### config.mk
export PLATFORM = sky130hd
export DESIGN_NAME = aes128_cbc_dec_chain_flat
export DESIGN_NICKNAME = d
export VERILOG_FILES = /design/src/rtl/aes128_cbc_dec_chain_if.sv /design/src/rtl/aes128_cbc_dec_chain.sv /design/src/flat_wrapper.sv
export SDC_FILE = /design/constraint.sdc
export NUM_CORES = 1
export LEC_CHECK = 0
export BUFFER_PORTS_ARGS = -buffer_cell sky130_fd_sc_hd__buf_4
export CORE_MARGIN = 10
export CORE_UTILIZATION = 45
export DETAILED_ROUTE_END_ITERATION = 12
export GPL_TIMING_DRIVEN = 0
export PLACE_DENSITY_LB_ADDON = 0.3
export SLEW_MARGIN = 40
export SYNTH_ARGS = -nofsm -noshare
export SYNTH_HDL_FRONTEND = slang
export SYNTH_SLANG_ARGS = --single-unit
### constraint.sdc
create_clock -name clk -period 2.3 [get_ports clk]
set_input_delay 0.115 -clock clk [delete_from_list [all_inputs] [get_ports clk]]
set_output_delay 0.115 -clock clk [all_outputs]
set_load 0.005 [all_outputs]
### src/rtl/aes128_cbc_dec_chain_if.sv
// ---------------------------------------------------------------------------
// aes128_cbc_dec_chain_if
// Bundles every non-clock, non-reset signal of aes128_cbc_dec_chain:
//   vector_0..vector_3, iv_load        IV words (vector_0 = IV[31:0]) and load pulse
//   ct_valid/ct_ready/ct_word/ct_last  ciphertext word stream in
//   core_start/core_block_in           request to the external inverse-cipher core
//   core_done/core_block_out           result from the inverse-cipher core
//   pt_valid/pt_ready/pt_word/pt_last  plaintext word stream out
//   busy, err_timeout                  status
// Modports:
//   slave  - the chaining controller itself
//   master - the surrounding environment (sources, core, sink)
// ---------------------------------------------------------------------------
interface aes128_cbc_dec_chain_if;
    logic [31:0]  vector_0;
    logic [31:0]  vector_1;
    logic [31:0]  vector_2;
    logic [31:0]  vector_3;
    logic         iv_load;
    logic         ct_valid;
    logic         ct_ready;
    logic [31:0]  ct_word;
    logic         ct_last;
    logic         core_start;
    logic [127:0] core_block_in;
    logic         core_done;
    logic [127:0] core_block_out;
    logic         pt_valid;
    logic         pt_ready;
    logic [31:0]  pt_word;
    logic         pt_last;
    logic         busy;
    logic         err_timeout;

    modport slave (
        input  vector_0, vector_1, vector_2, vector_3, iv_load,
        input  ct_valid, ct_word, ct_last,
        output ct_ready,
        output core_start, core_block_in,
        input  core_done, core_block_out,
        output pt_valid, pt_word, pt_last,
        input  pt_ready,
        output busy, err_timeout
    );

    modport master (
        output vector_0, vector_1, vector_2, vector_3, iv_load,
        output ct_valid, ct_word, ct_last,
        input  ct_ready,
        input  core_start, core_block_in,
        output core_done, core_block_out,
        input  pt_valid, pt_word, pt_last,
        output pt_ready,
        input  busy, err_timeout
    );
endinterface

### src/rtl/aes128_cbc_dec_chain.sv
// ---------------------------------------------------------------------------
// aes128_cbc_dec_chain
// Sequential AES-128 CBC decryption chaining controller. Collects four 32-bit
// ciphertext words into a block (word k = block[32k+31:32k]), hands the block
// to an external inverse-cipher core with a one-cycle start pulse, XORs the
// core result with the previous ciphertext block (or the IV) and streams the
// plaintext out as four 32-bit words. Blocks are processed strictly one at a
// time.
//
// Ports:
//   clk    - system clock, rising edge
//   reset  - asynchronous, active-low reset
//   bus    - aes128_cbc_dec_chain_if.slave (IV, ct stream, core handshake,
//            pt stream, busy, err_timeout)
//
// Parameters:
//   TIMEOUT_CYCLES - core_done watchdog limit in cycles (watchdog build only)
//
// Optional feature macro: AES_CBC_DEC_TIMEOUT_EN
//   Defined   - a watchdog in the wait state drops a block whose core result
//               has not arrived within TIMEOUT_CYCLES and sets a sticky
//               err_timeout.
//   Undefined - the controller waits for core_done indefinitely and
//               err_timeout is constant 0.
// ---------------------------------------------------------------------------
module aes128_cbc_dec_chain #(
    parameter int TIMEOUT_CYCLES = 32
) (
    input  logic                  clk,
    input  logic                  reset,
    aes128_cbc_dec_chain_if.slave bus
);

    typedef enum logic [1:0] {
        S_COLLECT,
        S_START,
        S_WAIT,
        S_EMIT
    } state_t;

    state_t       state;
    logic [1:0]   cnt;
    logic [127:0] iv_reg;
    logic [127:0] chain_reg;
    logic [127:0] ct_block;
    logic [127:0] pt_reg;
    logic         last_f;

    logic         ct_ready_q;
    logic         core_start_q;
    logic         pt_valid_q;
    logic [31:0]  pt_word_q;
    logic         pt_last_q;
    logic         busy_q;
    logic         err_q;

    logic [127:0] iv_in;
    logic [127:0] core_result;
    logic [1:0]   cnt_nxt;

    assign iv_in       = {bus.vector_3, bus.vector_2, bus.vector_1, bus.vector_0};
    assign core_result = bus.core_block_out ^ chain_reg;
    assign cnt_nxt     = cnt + 2'd1;

`ifdef AES_CBC_DEC_TIMEOUT_EN
    localparam int TIMER_W = $clog2(TIMEOUT_CYCLES + 1);
    logic [TIMER_W-1:0] timer;
`else
    // Watchdog compiled out: the flag is a constant zero for any legal
    // (non-negative) TIMEOUT_CYCLES.
    assign err_q = (TIMEOUT_CYCLES < 0);
`endif

    // Block control FSM. All stream and core outputs are registered; ct_block
    // doubles as core_block_in, so it stays stable from START until core_done
    // because no new ciphertext is accepted before the block has been emitted.
    always_ff @(posedge clk or negedge reset) begin
        if (!reset) begin
            state        <= S_COLLECT;
            cnt          <= 2'd0;
            iv_reg       <= '0;
            chain_reg    <= '0;
            ct_block     <= '0;
            pt_reg       <= '0;
            last_f       <= 1'b0;
            ct_ready_q   <= 1'b0;
            core_start_q <= 1'b0;
            pt_valid_q   <= 1'b0;
            pt_word_q    <= '0;
            pt_last_q    <= 1'b0;
            busy_q       <= 1'b0;
`ifdef AES_CBC_DEC_TIMEOUT_EN
            timer        <= '0;
            err_q        <= 1'b0;
`endif
        end else begin
            core_start_q <= 1'b0;
            case (state)
                S_COLLECT: begin
                    ct_ready_q <= 1'b1;
                    // A new IV is only taken between blocks; it may share the
                    // cycle with the first ciphertext handshake.
                    if (bus.iv_load && cnt == 2'd0) begin
                        iv_reg    <= iv_in;
                        chain_reg <= iv_in;
                    end
                    if (ct_ready_q && bus.ct_valid) begin
                        ct_block[{cnt, 5'd0} +: 32] <= bus.ct_word;
                        busy_q <= 1'b1;
                        if (cnt == 2'd3) begin
                            last_f       <= bus.ct_last;
                            cnt          <= 2'd0;
                            ct_ready_q   <= 1'b0;
                            core_start_q <= 1'b1;
                            state        <= S_START;
                        end else begin
                            cnt <= cnt_nxt;
                        end
                    end
                end

                S_START: begin
`ifdef AES_CBC_DEC_TIMEOUT_EN
                    timer <= '0;
`endif
                    state <= S_WAIT;
                end

                S_WAIT: begin
                    if (bus.core_done) begin
                        pt_reg     <= core_result;
                        // After the final block of a message the chain falls
                        // back to the stored IV for the next message.
                        chain_reg  <= last_f ? iv_reg : ct_block;
                        pt_valid_q <= 1'b1;
                        pt_word_q  <= core_result[31:0];
                        pt_last_q  <= 1'b0;
                        state      <= S_EMIT;
                    end
`ifdef AES_CBC_DEC_TIMEOUT_EN
                    else if (timer == TIMER_W'(TIMEOUT_CYCLES - 1)) begin
                        err_q      <= 1'b1;
                        chain_reg  <= iv_reg;
                        cnt        <= 2'd0;
                        ct_ready_q <= 1'b1;
                        busy_q     <= 1'b0;
                        state      <= S_COLLECT;
                    end else begin
                        timer <= timer + 1'b1;
                    end
`endif
                end

                S_EMIT: begin
                    if (bus.pt_ready) begin
                        if (cnt == 2'd3) begin
                            cnt        <= 2'd0;
                            pt_valid_q <= 1'b0;
                            pt_last_q  <= 1'b0;
                            ct_ready_q <= 1'b1;
                            busy_q     <= 1'b0;
                            state      <= S_COLLECT;
                        end else begin
                            cnt       <= cnt_nxt;
                            pt_word_q <= pt_reg[{cnt_nxt, 5'd0} +: 32];
                            pt_last_q <= last_f && (cnt_nxt == 2'd3);
                        end
                    end
                end

                default: begin
                    state <= S_COLLECT;
                end
            endcase
        end
    end

    assign bus.ct_ready      = ct_ready_q;
    assign bus.core_start    = core_start_q;
    assign bus.core_block_in = ct_block;
    assign bus.pt_valid      = pt_valid_q;
    assign bus.pt_word       = pt_word_q;
    assign bus.pt_last       = pt_last_q;
    assign bus.busy          = busy_q;
    assign bus.err_timeout   = err_q;

endmodule

### src/flat_wrapper.sv
// flat-port wrapper written by rule: the top's interface ports become plain ports
module aes128_cbc_dec_chain_flat 
#(
    parameter int TIMEOUT_CYCLES = 32
)
  (clk, reset, bus_vector_0, bus_vector_1, bus_vector_2, bus_vector_3, bus_iv_load, bus_ct_valid, bus_ct_word, bus_ct_last, bus_ct_ready, bus_core_start, bus_core_block_in, bus_core_done, bus_core_block_out, bus_pt_valid, bus_pt_word, bus_pt_last, bus_pt_ready, bus_busy, bus_err_timeout);
  aes128_cbc_dec_chain_if bus_i ();
  input  logic clk;
  input  logic reset;
  input wire logic [$bits(bus_i.vector_0)-1:0] bus_vector_0;
  input wire logic [$bits(bus_i.vector_1)-1:0] bus_vector_1;
  input wire logic [$bits(bus_i.vector_2)-1:0] bus_vector_2;
  input wire logic [$bits(bus_i.vector_3)-1:0] bus_vector_3;
  input wire logic [$bits(bus_i.iv_load)-1:0] bus_iv_load;
  input wire logic [$bits(bus_i.ct_valid)-1:0] bus_ct_valid;
  input wire logic [$bits(bus_i.ct_word)-1:0] bus_ct_word;
  input wire logic [$bits(bus_i.ct_last)-1:0] bus_ct_last;
  output wire logic [$bits(bus_i.ct_ready)-1:0] bus_ct_ready;
  output wire logic [$bits(bus_i.core_start)-1:0] bus_core_start;
  output wire logic [$bits(bus_i.core_block_in)-1:0] bus_core_block_in;
  input wire logic [$bits(bus_i.core_done)-1:0] bus_core_done;
  input wire logic [$bits(bus_i.core_block_out)-1:0] bus_core_block_out;
  output wire logic [$bits(bus_i.pt_valid)-1:0] bus_pt_valid;
  output wire logic [$bits(bus_i.pt_word)-1:0] bus_pt_word;
  output wire logic [$bits(bus_i.pt_last)-1:0] bus_pt_last;
  input wire logic [$bits(bus_i.pt_ready)-1:0] bus_pt_ready;
  output wire logic [$bits(bus_i.busy)-1:0] bus_busy;
  output wire logic [$bits(bus_i.err_timeout)-1:0] bus_err_timeout;
  assign bus_i.vector_0 = bus_vector_0;
  assign bus_i.vector_1 = bus_vector_1;
  assign bus_i.vector_2 = bus_vector_2;
  assign bus_i.vector_3 = bus_vector_3;
  assign bus_i.iv_load = bus_iv_load;
  assign bus_i.ct_valid = bus_ct_valid;
  assign bus_i.ct_word = bus_ct_word;
  assign bus_i.ct_last = bus_ct_last;
  assign bus_ct_ready = bus_i.ct_ready;
  assign bus_core_start = bus_i.core_start;
  assign bus_core_block_in = bus_i.core_block_in;
  assign bus_i.core_done = bus_core_done;
  assign bus_i.core_block_out = bus_core_block_out;
  assign bus_pt_valid = bus_i.pt_valid;
  assign bus_pt_word = bus_i.pt_word;
  assign bus_pt_last = bus_i.pt_last;
  assign bus_i.pt_ready = bus_pt_ready;
  assign bus_busy = bus_i.busy;
  assign bus_err_timeout = bus_i.err_timeout;
  aes128_cbc_dec_chain #(.TIMEOUT_CYCLES(TIMEOUT_CYCLES)) u_core (.clk(clk), .reset(reset), .bus(bus_i));
endmodule
==> results.toml, run 1 <==
[run_status]
status = "completed"

[floorplan]
die_width_um = 257
initial_utilization_pct = 45.5
io_pins = 461
die_h_um = 257
num_rows = 86
design.die.area_um2 = 65800
core-area_um2 = 55300

[cts]
worstSkewPairLatency_ns = 0.63
tritoncts = "done"
cts.sink_count = 554
h-tree-depth = 2
root_buffer = "clkbuf_16"
cts.path.max_buffers = 3
clkSlewWorstSetupHoldPaths_ns = 0.06
numCtsBuffers = 60

[timing]
timing.slew.headroom_pct = 49.5
min_period_ns = 2.24
final.setup_skew_ns = 0.0213
finalWorstSetupSlack_ns = 0.0636
drv_slew = 0
tightestPinTransition_ns = 0.752
rsz0062_at_grt = "yes"
fmax_mhz = 447
final.period_utilization_pct = 97.2
finalHoldViolCount = 0
setup_violations = 0

[pwr]
total_design_power_mw = 51.1
ir_drop_mv = 0.755
power-per-cell-area_nw_per_um2 = 1460
static-leakage-power_nw = 15.8

[critical_path]
worstPathMaxFanout = 10
setup_crit_path_kind = "reg2reg"
required_ns = 2.80
cp_data_arrival_time_ns = 2.74
critical_path_buf_inv_count = 4
end_kind = "flip-flop"
cp_slowest_stage_delay_ns = 0.41
cp_cell_sequence = "buf_12 -> inv_8 -> ha_4 -> nand3_1 -> clkbuf_2 -> buf_2 -> mux2_2"
kind_of_start_point_of_the_critical_path = "flip-flop"
cp_slowest_cell = "buf_2"
cpLargestDelayFamily = "buffers and inverters"

[route]
vias = 22500
wl_met1_um = 42400
antenna_left = 0
dr_wl_met3_um = 8540
wl_per_cell_um = 25.8
viasPerCell = 5.55
drt_first_iter_violations = 2115
top_layer_used = "met5"
totalWireLength_um = 104000
drtPass1Iterations = 5
route.met2.wl_um = 48600
remaining_drc_errors = 0

[yosys]
proportion_of_synthesized_flip_flops_having_asynchronous_set_or_reset_pct = 100
yosysWarningCount = 0
synth_edf_count = 0
synth_cells = 2408
synth.cell_area_um2 = 25200
synth_nets = 2715
dominant_synthesized_flop_cell = "dfrtp_1"
syn_avg_cell_area_um2 = 10.5
ys_ff_latch = 554
synthTopCellsByCount = "dfrtp_1 (554), nand2_1 (433), o21ai_0 (295)"
ys_seq_area_share_pct = 55.0
post_synth_main_area_contributors = "dfrtp_1 (55%), nand2_1 (6.5%), mux2_2 (5.9%)"
yosysTopAreaCellShare_pct = 55.0
synth.distinct_cells = 38
synthMostInstantiatedCell = "dfrtp_1"
yosysTopAreaCell = "dfrtp_1"

[grt]
grt_max_degree = 77
grt_pass1_vias = 23700
globalRouteTotalUtil_pct = 30.9
grt_overflow = 0
grt_pass1_wl_um = 153000
initial_antenna_violation_count = 9

[layout]
seqCellArea_um2 = 13900
finalNetCount = 3546
layout.filler_cells = 4523
final_core_util_pct = 63.4
layout-drive-gt1-share_pct = 26.8
areaGrowthSynthToFinish_pct = 39.3
multiInputGateArea_um2 = 10600

[placed_design]
number_of_buffer_cells_added_on_primary_ports = 459
dp_worst_setup_slack_ns = -0.781
placed_wire_length_estimate_after_detailed_placement_um = 79400
gp_congestion = 0.894

[hold_path]
min_path_type = "in2reg"

[flow_run]
drv.max_cap_violation_count = 0
[worst reg2reg max path, stage by stage, from the launching register on]
cell and delay (ns):
dfrtp_1 0.40, buf_12 0.20, inv_8 0.07, ha_4 0.19, nand3_1 0.10, clkbuf_2 0.35
buf_2 0.41, mux2_2 0.39
[report_power, final]
| group | internal, mW | switching (mW) | leakage (nW) |
|---|---|---|---|
| logic | 10.1 | 12.7 | 8.01 |
| clock network | 5.73 | 4.08 | 0.974 |
| registers | 14.4 | 4.09 | 6.80 |
[cells in the final DEF, fill, tap and decap left out, types with 128 or more instances in the layout]
master | Yosys | final
dfrtp_1 | 554 | 554
buf_4 | 4 | 490
nand2_1 | 433 | 430
o21ai_0 | 295 | 295
dlygate4sd3_1 | 0 | 295
nor2_1 | 196 | 196
a21oi_1 | 193 | 190
mux2i_1 | 132 | 132
mux2_2 | 132 | 132
xnor2_1 | 128 | 128
[path summary, 6_finish.rpt]
check                                             from                       endpoint  slack, ns  cells after the start
worst max-delay path                     u_core.cnt[0]              u_core.iv_reg[57]       0.06                      7
worst min-delay path            bus_core_block_out[98]              u_core.pt_reg[98]       0.05                      3
worst max register to register           u_core.cnt[0]              u_core.iv_reg[57]       0.06                      7
worst min register to register    u_core.chain_reg[36]           u_core.chain_reg[36]       0.51                      2
max in group asynchronous                        reset              u_core.pt_reg[39]       0.64                      5
min in group asynchronous                        reset  u_core.bus.core_block_in[124]       0.54                      3
[timing repair]
action,CTS,global route
gates cloned,0,0
hold endpoints to repair,824,0
hold buffers,295,0
setup endpoints to repair,547,379
buffers inserted,10,3
pin swaps,3,2
resized for setup,55,50
[layer usage]
layer  GRT usage [%]  up-vias
met5               0        -
met4            14.5        2
met3            5.89      256
met2            49.1     1079
met1            40.4    11200
li1                -     9894
[logic make-up after synthesis]
family	after synthesis	share of synthesized area (%)
AND/OR/NAND/NOR	652	10.1
AO/OA/AOI/OAI	588	12.5
flip-flops	554	55.0
multiplexers	296	14.0
buffers and inverters	177	3.33
XOR/XNOR	128	4.45
adder cells (fa/ha/maj)	12	0.596
other	1	0.0149
[stage by stage]
stage	setup TNS (ns)	instances	area (µm²)	hold WS, ns
final	0	4042	35100	0.0503
after global placement	-2804.90	3615	29600	0.359
after CTS	0	4033	35000	0.00749
after floorplan	0	2408	25200	-0.181
after global routing	-0.244	4040	35100	0.0478
after detailed placement	-214.77	3623	29800	0.0542
[area by class of cell]
| class | count | area share, % |
|---|---|---|
| Sequential cell | 554 | 39.5 |
| Multi-Input combinational cell | 1677 | 30.2 |
| Timing Repair Buffer | 775 | 19.2 |
| Clock buffer | 90 | 5.06 |
| Tap cell | 748 | 2.67 |
| Buffer | 163 | 2.64 |
| Clock inverter | 18 | 0.556 |
| Inverter | 8 | 0.107 |
| Antenna cell | 9 | 0.0642 |
Note: power is estimated with default switching activity, not from simulation.
==> run 2: changes to the inputs <==
--- a/config.mk
+++ b/config.mk
@@ -6,11 +6,15 @@
 export NUM_CORES = 1
 export LEC_CHECK = 0
 export BUFFER_PORTS_ARGS = -buffer_cell sky130_fd_sc_hd__buf_4
+export CELL_PAD_IN_SITES_DETAIL_PLACEMENT = 1
+export CELL_PAD_IN_SITES_GLOBAL_PLACEMENT = 1
 export CORE_MARGIN = 10
-export CORE_UTILIZATION = 45
+export CORE_UTILIZATION = 44
 export DETAILED_ROUTE_END_ITERATION = 12
 export GPL_TIMING_DRIVEN = 0
+export HOLD_SLACK_MARGIN = 0.12
 export PLACE_DENSITY_LB_ADDON = 0.3
+export SKIP_LAST_GASP = 1
 export SLEW_MARGIN = 40
 export SYNTH_ARGS = -nofsm -noshare
 export SYNTH_HDL_FRONTEND = slang
==> results.toml, run 2 (synthesis results as in run 1) <==
[pwr]
switchingPower_mw = 23.4
cellInternalPower_mw = 31.1
ir_drop_mv = 0.836
net_switching_fraction_of_the_power_pct = 43.0
combinationalPowerShare_pct = 45.5
share_seq_of_total_power_pct = 34.6
power-per-cell-area_nw_per_um2 = 1530
static-leakage-power_nw = 16.0
clkPwrFrac_pct = 19.9

[route]
totalWireLength_um = 126000
vias = 23900
wl_per_cell_um = 31.0
antenna_left = 0
remaining_drc_errors = 0
drt_first_iter_violations = 2109
drtPass1Iterations = 5
viasPerCell = 5.88

[cts]
h-tree-depth = 2
root_buffer = "clkbuf_16"
cts.sink_count = 554
worstSkewPairLatency_ns = 0.65
clkSlewWorstSetupHoldPaths_ns = 0.07
cts.path.max_buffers = 3
tritoncts = "done"
numCtsBuffers = 61

[timing]
final.period_utilization_pct = 105
setup_violations = 20
totalNegativeSetupSlack_ns = -0.283
tightestPinTransition_ns = 0.755
rsz0062_at_grt = "yes"
timing.slew.headroom_pct = 49.7
finalWorstSetupSlack_ns = -0.115
finalHoldViolCount = 0
drv_slew = 0
final.setup_skew_ns = 0.0258
fmax_mhz = 414
min_period_ns = 2.41

[critical_path]
cp_data_arrival_time_ns = 2.91
setup_crit_path_kind = "reg2reg"
end_kind = "flip-flop"
kind_of_start_point_of_the_critical_path = "flip-flop"
worstPathMaxFanout = 10
required_ns = 2.80

[grt]
grt_pass1_vias = 26400
grt_overflow = 0
grt_pass1_wl_um = 179000
initial_antenna_violation_count = 18
grt_max_degree = 77
globalRouteTotalUtil_pct = 36.3

[hold_path]
min_path_type = "in2reg"

[flow_run]
drv.max_cap_violation_count = 0

[floorplan]
initial_utilization_pct = 44.6
die_h_um = 259
design.die.area_um2 = 67200
die_width_um = 259
io_pins = 461
core-area_um2 = 56500
num_rows = 87

[layout]
areaGrowthSynthToFinish_pct = 41.1
layout.filler_cells = 5983
finalNetCount = 3558
layout-drive-gt1-share_pct = 27.5
layout.cells.most_common_list = "dfrtp_1 (553), buf_4 (503), nand2_1 (431)"
layout.cell_area.non_filler_um2 = 35500
seqCellArea_um2 = 13900
multiInputGateArea_um2 = 10600
layout.cells.most_common = "dfrtp_1"

[run_status]
status = "finished with violations"
failed_checks = "setup timing"

[placed_design]
number_of_buffer_cells_added_on_primary_ports = 459
gp_congestion = 0.890
placed_wire_length_estimate_after_detailed_placement_um = 85800
dpl-instance-area_um2 = 29800
[run 2: cell types whose count changed in the layout (fill, tap and decap cells not counted), moves of 5 or more]
| cell | previous run | this run |
|---|---|---|
| clkbuf_8 | 14 | 20 |
| buf_2 | 62 | 50 |
| clkbuf_2 | 17 | 22 |
| buf_4 | 490 | 503 |
| diode_2 | 9 | 18 |
| clkbuf_1 | 55 | 47 |
[run 2: worst max-delay path, stage by stage (launching register included)]
cell,delay (ns)
dfrtp_1,0.39
inv_2,0.12
ha_2,0.20
buf_6,0.11
buf_4,0.16
clkbuf_1,0.56
o21ai_0,0.31
o21ai_0,0.41
[run 2: final timing paths]
check	cells after the start	start	to	slack [ns]
max	7	u_core.state[0]	u_core.chain_reg[37]	-0.11
min	3	bus_vector_0[19]	u_core.iv_reg[19]	0.26
max reg2reg	7	u_core.state[0]	u_core.chain_reg[37]	-0.11
min reg2reg	1	u_core.iv_reg[85]	u_core.iv_reg[85]	0.51
max in group asynchronous	8	reset	u_core.pt_reg[9]	0.27
min in group asynchronous	4	reset	u_core.iv_reg[93]	0.59
[run 2: routing by layer]
metal	part of all wire (%)	global-route usage [%]
met1	37	43.5
met2	49	60.6
met3	8.4	8.28
met4	5.5	18.5
met5	0.025	0
[run 2: what timing repair did]
item / 4_1_cts / 5_1_grt
setup endpoints to repair: 536 / 316
gates resized for setup: 70 / 53
hold endpoints to repair: 726 / 0
buffers inserted: 10 / 7
hold buffers: 298 / 0
pin swaps: 4 / 3
gates cloned: 0 / 1
[run 2: power groups by stage]
stage	clock network [mW]	registers, mW	logic [mW]
2_1_floorplan	0	16.7	13.6
3_3_place_gp	0	18.0	21.1
3_5_place_dp	0	18.5	22.2
4_1_cts	10.7	18.3	23.5
5_1_grt	11.3	19.1	26.6
6_report	10.8	18.9	24.8
[run 2: cell type report]
| cell class | count | share of cell area, % |
|---|---|---|
| clock inverter | 23 | 0.866 |
| timing repair buffer | 783 | 19.4 |
| inverter | 8 | 0.106 |
| multi-input combinational | 1677 | 29.8 |
| clock buffer | 90 | 5.26 |
| buffer | 166 | 2.77 |
| sequential | 554 | 39.0 |
| antenna | 18 | 0.127 |
| tap | 756 | 2.66 |
[run 2: stage by stage]
| step | std cells | total power, mW | utilization, % | hold WS (ns) | worst slack, ns |
|---|---|---|---|---|---|
| 2_1_floorplan | 2408 | 30.3 | - | -0.181 | 0.165 |
| 3_3_place_gp | 3623 | 39.1 | 52.4 | 0.358 | -4.91 |
| 3_5_place_dp | 3631 | 40.6 | 52.8 | 0.0404 | -0.771 |
| 4_1_cts | 4050 | 52.5 | 62.5 | 0.237 | 0.0234 |
| 5_1_grt | 4074 | 57.0 | 62.9 | 0.256 | -0.238 |
| 6_report | 4075 | 54.5 | 62.9 | 0.262 | -0.115 |
